**config.mk**
```make
export PLATFORM = sky130hd
export DESIGN_NAME = status_flag_unit
export DESIGN_NICKNAME = d
export VERILOG_FILES = /design/src/rtl/status_flag_unit.sv
export SDC_FILE = /design/constraint.sdc
export NUM_CORES = 1
export LEC_CHECK = 0
export CORE_AREA = 5 5 42 44
export DETAILED_ROUTE_END_ITERATION = 16
export DIE_AREA = 0 0 47 49
export HOLD_SLACK_MARGIN = 0.12
export MAX_ROUTING_LAYER = met4
export PLACE_DENSITY = 0.67
export RECOVER_POWER = 25
export SLEW_MARGIN = 0
export SYNTH_ARGS = -nofsm -noshare
export SYNTH_HDL_FRONTEND = slang
export SYNTH_SLANG_ARGS = --single-unit
```
**constraint.sdc**
```tcl
create_clock -name clk -period 2 [get_ports clk]
set_input_delay 0.4 -clock clk [delete_from_list [all_inputs] [get_ports clk]]
set_output_delay 0.4 -clock clk [all_outputs]
set_load 0.01 [all_outputs]
```
**src/rtl/status_flag_unit.sv**
```systemverilog
// NZCV status register with in-flight flag-setter tracking and condition stall.
// Optional macro FLAG_FWD_EN adds a same-cycle EXE->ID flag bypass.
module status_flag_unit #(
   parameter  int unsigned MAX_PENDING = 3,
   localparam int unsigned CW          = $clog2(MAX_PENDING + 1)
) (
   input  logic          clk,
   input  logic          rst,
   input  logic          id_valid,
   input  logic [3:0]    id_cond,
   input  logic          id_s,
   input  logic          freeze,
   input  logic          exe_valid,
   input  logic          exe_s,
   input  logic [3:0]    exe_flags,
   input  logic          flush,
   output logic [3:0]    flags,
   output logic [3:0]    cond_flags,
   output logic          cond_stall,
   output logic [CW-1:0] pending
);

   localparam logic [3:0]    COND_AL = 4'b1110;
   localparam logic [CW-1:0] PEND_MAX = CW'(MAX_PENDING);

   logic exe_wr;
   logic id_cnd;
   logic id_issue;
   logic inc;
   logic dec;
   logic hazard;
   logic sat;

   always_comb begin
      exe_wr = exe_valid & exe_s;
      id_cnd = id_valid & (id_cond != COND_AL);
      dec    = exe_wr & (pending != '0);
`ifdef FLAG_FWD_EN
      // The sole pending setter committing now is bypassed, so it is no hazard.
      hazard     = (pending - CW'(dec)) != '0;
      cond_flags = exe_wr ? exe_flags : flags;
`else
      hazard     = pending != '0;
      cond_flags = flags;
`endif
      // A full tracker blocks every new setter so the count never wraps.
      sat        = id_valid & id_s & (pending == PEND_MAX);
      cond_stall = (id_cnd & hazard) | sat;
      id_issue   = id_valid & ~freeze & ~cond_stall & ~flush;
      inc        = id_issue & id_s;
   end

   // EXE commits flags even under flush: it is older than the branch target.
   always_ff @(posedge clk) begin
      if (rst) begin
         flags   <= 4'b0000;
         pending <= '0;
      end else begin
         if (exe_wr) flags <= exe_flags;
         if (flush)  pending <= '0;
         else        pending <= pending + CW'(inc) - CW'(dec);
      end
   end

endmodule
```
After elaboration in Yosys (flattened, before gate mapping). Cells that the tools add are included.

Bitwise operators: 14. Reductions and logical operators: 2. Equal/unequal tests: 2. Add/subtract/negate cells: 2.

Operator list (count): AND 1 bit (10); inequality test 4 bit, second input constant (1); NOT 1 bit (3); adder 2 x 1 -> 2 bit (1); == test 2 bit, second input constant (1); nonzero test 2 bit (1); OR reduction 2 bit (1); subtractor 2 x 1 -> 2 bit (1); OR 1 bit (1).

Word-level logic and storage cells: 22. Bits in registers: 6. Bits of input ports: 16.

Depth between registers and ports, before layout.
Word-level depth: 10. Mapped depth: 8. Gate-level depth less buffers: 7.

Worst setup path after synthesis. Ideal clock, no wire load.

Path type: input to register. Start point: input port freeze. End point: register pending[1]. Data arrival time: 1535 ps. Buffers on the path: 0. Library setup time: 73 ps. Setup slack: 392 ps. Stages on the path: 7. Required time: 1927 ps. Cell sequence: nor4bb_1 -> o211ai_1 -> ha_1 -> inv_1 -> ha_1 -> xnor3_1 -> nor3_2.

Word-level cells in the longest chain between the ends: 7.

RTL lines: start: declaration (line 12) `input logic freeze,`; NOT 1 bit (line 49) `id_issue = id_valid & ~freeze & ~cond_stall & ~flush;`; AND 1 bit (3 in series) (line 49); AND 1 bit (line 50) `inc = id_issue & id_s;`; adder 2 x 1 -> 2 bit (line 61) `else pending <= pending + CW'(inc) - CW'(dec);`; subtractor 2 x 1 -> 2 bit (line 61); end signal: assignment (line 61); end: declaration (line 20) `output logic [CW-1:0] pending`.

Every way passes these cells. A chain may end at the register's enable or synchronous reset.

Worst setup path in the final report. Ends and elaborated chain as after synthesis.

==> out/qor.yml <==
outcome: "completed"
arrival_ns: 2.06
swShare_pct: 22.56
cp-end-kind: "register"
path_class: "primary input to register"
cp.required_ns: 2.17
drcViolationCount: 0
worst_setup_path_start_kind: "primary input"
vdd_drop_max_v: 0.0003499
clock_skew_ns: 0.002126
gp_congestion: 0.7190
wl_um: 920
start_util_pct: 26.16
vias_per_cell: 4.659
grt_first_pass_wirelength_um: 1435
cts_buffers: 3
crit_slowest_cell: "clkdlybuf4s50_1"
slew_headroom_pct: 79.24
grt-ovfl-total: 0
cts_buffer_depth: 2
clock.fmax_mhz: 531.2
fill_cells: 146
maxCapViolCount: 0
clock_power_share_pct: 35.7
ant_nets: 0
power_switching_mw: 0.07062
path_cells: "clkdlybuf4s50_1, nor4bb_4, o211ai_1, ha_1, inv_1, ha_1, xnor3_1, nor3_2"
synth_area_per_cell_um2: 9.165
slowest_delay_ns: 0.45
cts_sinks: 6
drt_pass1_iterations: 3
dr.first_iter.drc_count: 3
htree_levels: 1
final-hold-violation-count: 0
num-nets-final: 86
grt_setup_unrepaired: "false"
route.vias.total: 382
insertion_delay_ns: 0.24
rows: 14
die_x_um: 47
ys_seq_area_share_pct: 32.76
worst_slack_ns: 0.1176
fin_area_um2: 666.9
cp_max_fo: 1
syn_area_um2: 366.6
grt_use_total_pct: 9.045
worst_slew_pin_slew_ns: 0.3114
post-route-util_pct: 47.59
min_path_type: "primary input to register"
maxSlewViolCount: 0
wl_per_cell_um: 11.22
fin_hold_ws_ns: 0.5430
hpwl_um: 756.6
multiInputGateArea_um2: 217.7
comb_power_share_pct: 23.8
area.growth.synth_to_final_pct: 81.91
synth_cell_types: 18
hold_buffers: 0
setup-violations-final: 0
die_h_um: 49
pwr_density_cell_mw_per_mm2: 469.4
grt_max_degree: 9
portBuffers: 26
cts.clk_slew.worst_paths_ns: 0.05
syn_nets: 58
cts-root-buf: "clkbuf_4"
antenna_found_initial: 0
pre_cts_slack_ns: -0.2314
synth-seq-cells: 6
finalCriticalPeriod_ns: 1.882
p_int_mw: 0.2424
regArea_um2: 120.1
yosysWarnings: 0
cts_tree: "yes"
core_area_mm2: 0.001401
synthCells: 40
p_seq_share_pct: 40.5
cpMostUsedCell: "ha_1"
num_io_pins: 27
placed_area_um2: 629.4
drive_gt1_share_pct: 16.67
grt_pass1_vias: 354
leakagePower_nw: 0.2846
finalCritPeriodShare_pct: 94.12
die_area_mm2: 0.002303
diodes: 0
==> cell usage after synthesis <==
cell / instances / share of area [%]
buf_4: 4 / 8.2
o211ai_1: 1 / 2.0
nor4bb_1: 1 / 2.7
dfxtp_1: 6 / 33
ha_1: 2 / 6.8
a21bo_2: 4 / 11
and4b_1: 1 / 2.7
nor3_2: 1 / 2.7
nor3b_1: 1 / 2.0
a21oi_1: 4 / 5.5
nand3_1: 4 / 5.5
xnor3_1: 1 / 6.1
buf_2: 2 / 2.7
o21ai_0: 1 / 1.4
inv_1: 1 / 1.0
nor2_1: 2 / 2.0
o22ai_1: 1 / 1.7
nand2_1: 3 / 3.1
==> what timing repair did <==
action,in CTS,in global routing
pin swaps,0,1
endpoints found under the setup margin,1,1
gates resized for setup,1,4
buffers inserted,0,0
==> state kept, by name, summed over array words and instances (netlist names) <==
signal,flops
cond_flags,4
pending,2
==> final cells by class <==
cell class	instances	area share, %
inverters	1	0.5629
flip-flops and latches	6	18.01
multi-input cells	27	32.65
repair buffers	29	42.40
well taps	16	3.002
clock buffers	3	3.377
==> cell usage in the layout (no fill, tap or decap), drive strengths merged, types with 2 or more instances in the layout <==
master          n
clkdlybuf4s50  22
a21oi           4
clkbuf          4
nor2            2
nand3           4
buf             2
nand2           3
dlymetal6s2s    2
ha              2
dfxtp           6
a21bo           4
==> path summary, 6_finish.rpt <==
kind,startpoint,endpoint,slack [ns],cells after the start
setup / recovery,freeze,pending[1],0.12,8
hold reg to reg,cond_flags[0],cond_flags[0],0.59,2
hold / removal,flush,pending[1],0.54,3
setup reg to reg,pending[1],pending[1],0.53,7
==> through the flow <==
stage          power [mW]  instances  setup TNS, ns
2_1_floorplan      0.1551         40              0
3_3_place_gp       0.2022         79        -0.3815
3_5_place_dp       0.2033         79        -0.5091
4_1_cts            0.3199         82              0
5_1_grt            0.3320         82              0
6_report           0.3130         82              0
==> kinds of logic (layout without fill, tap and decap cells) <==
logic type,count (synthesis),count (layout),share of synthesized area [%]
and+or+nand+nor,13,13,20.82
AOI/OAI and AO/OA,11,11,21.50
DFF,6,6,32.77
buffers and inverters,7,33,11.94
xor gates and xnor gates,1,1,6.143
adders and majority gates,2,2,6.825
==> power groups by stage <==
stage | registers (mW) | logic (mW) | clock network [mW]
floorplan | 0.131 | 0.0242 | 0
global placement | 0.129 | 0.0732 | 0
detailed placement | 0.129 | 0.0741 | 0
CTS | 0.127 | 0.0743 | 0.119
global route | 0.127 | 0.0795 | 0.125
finish | 0.127 | 0.0744 | 0.112
==> per-layer routing <==
layer,GRT usage (%),wire (um)
met1,10.18,394
met2,12.67,404
met3,2.952,101
met4,6.912,21
met5,-,0
==> critical path, delay by kind of cell <==
kind	cells	cell delay, ns
fa+ha+maj	2	0.43
simple gates	2	0.39
compound gates	1	0.12
xor+xnor	1	0.22
buf+inv	2	0.51
Power figures use the tool's default switching activity.
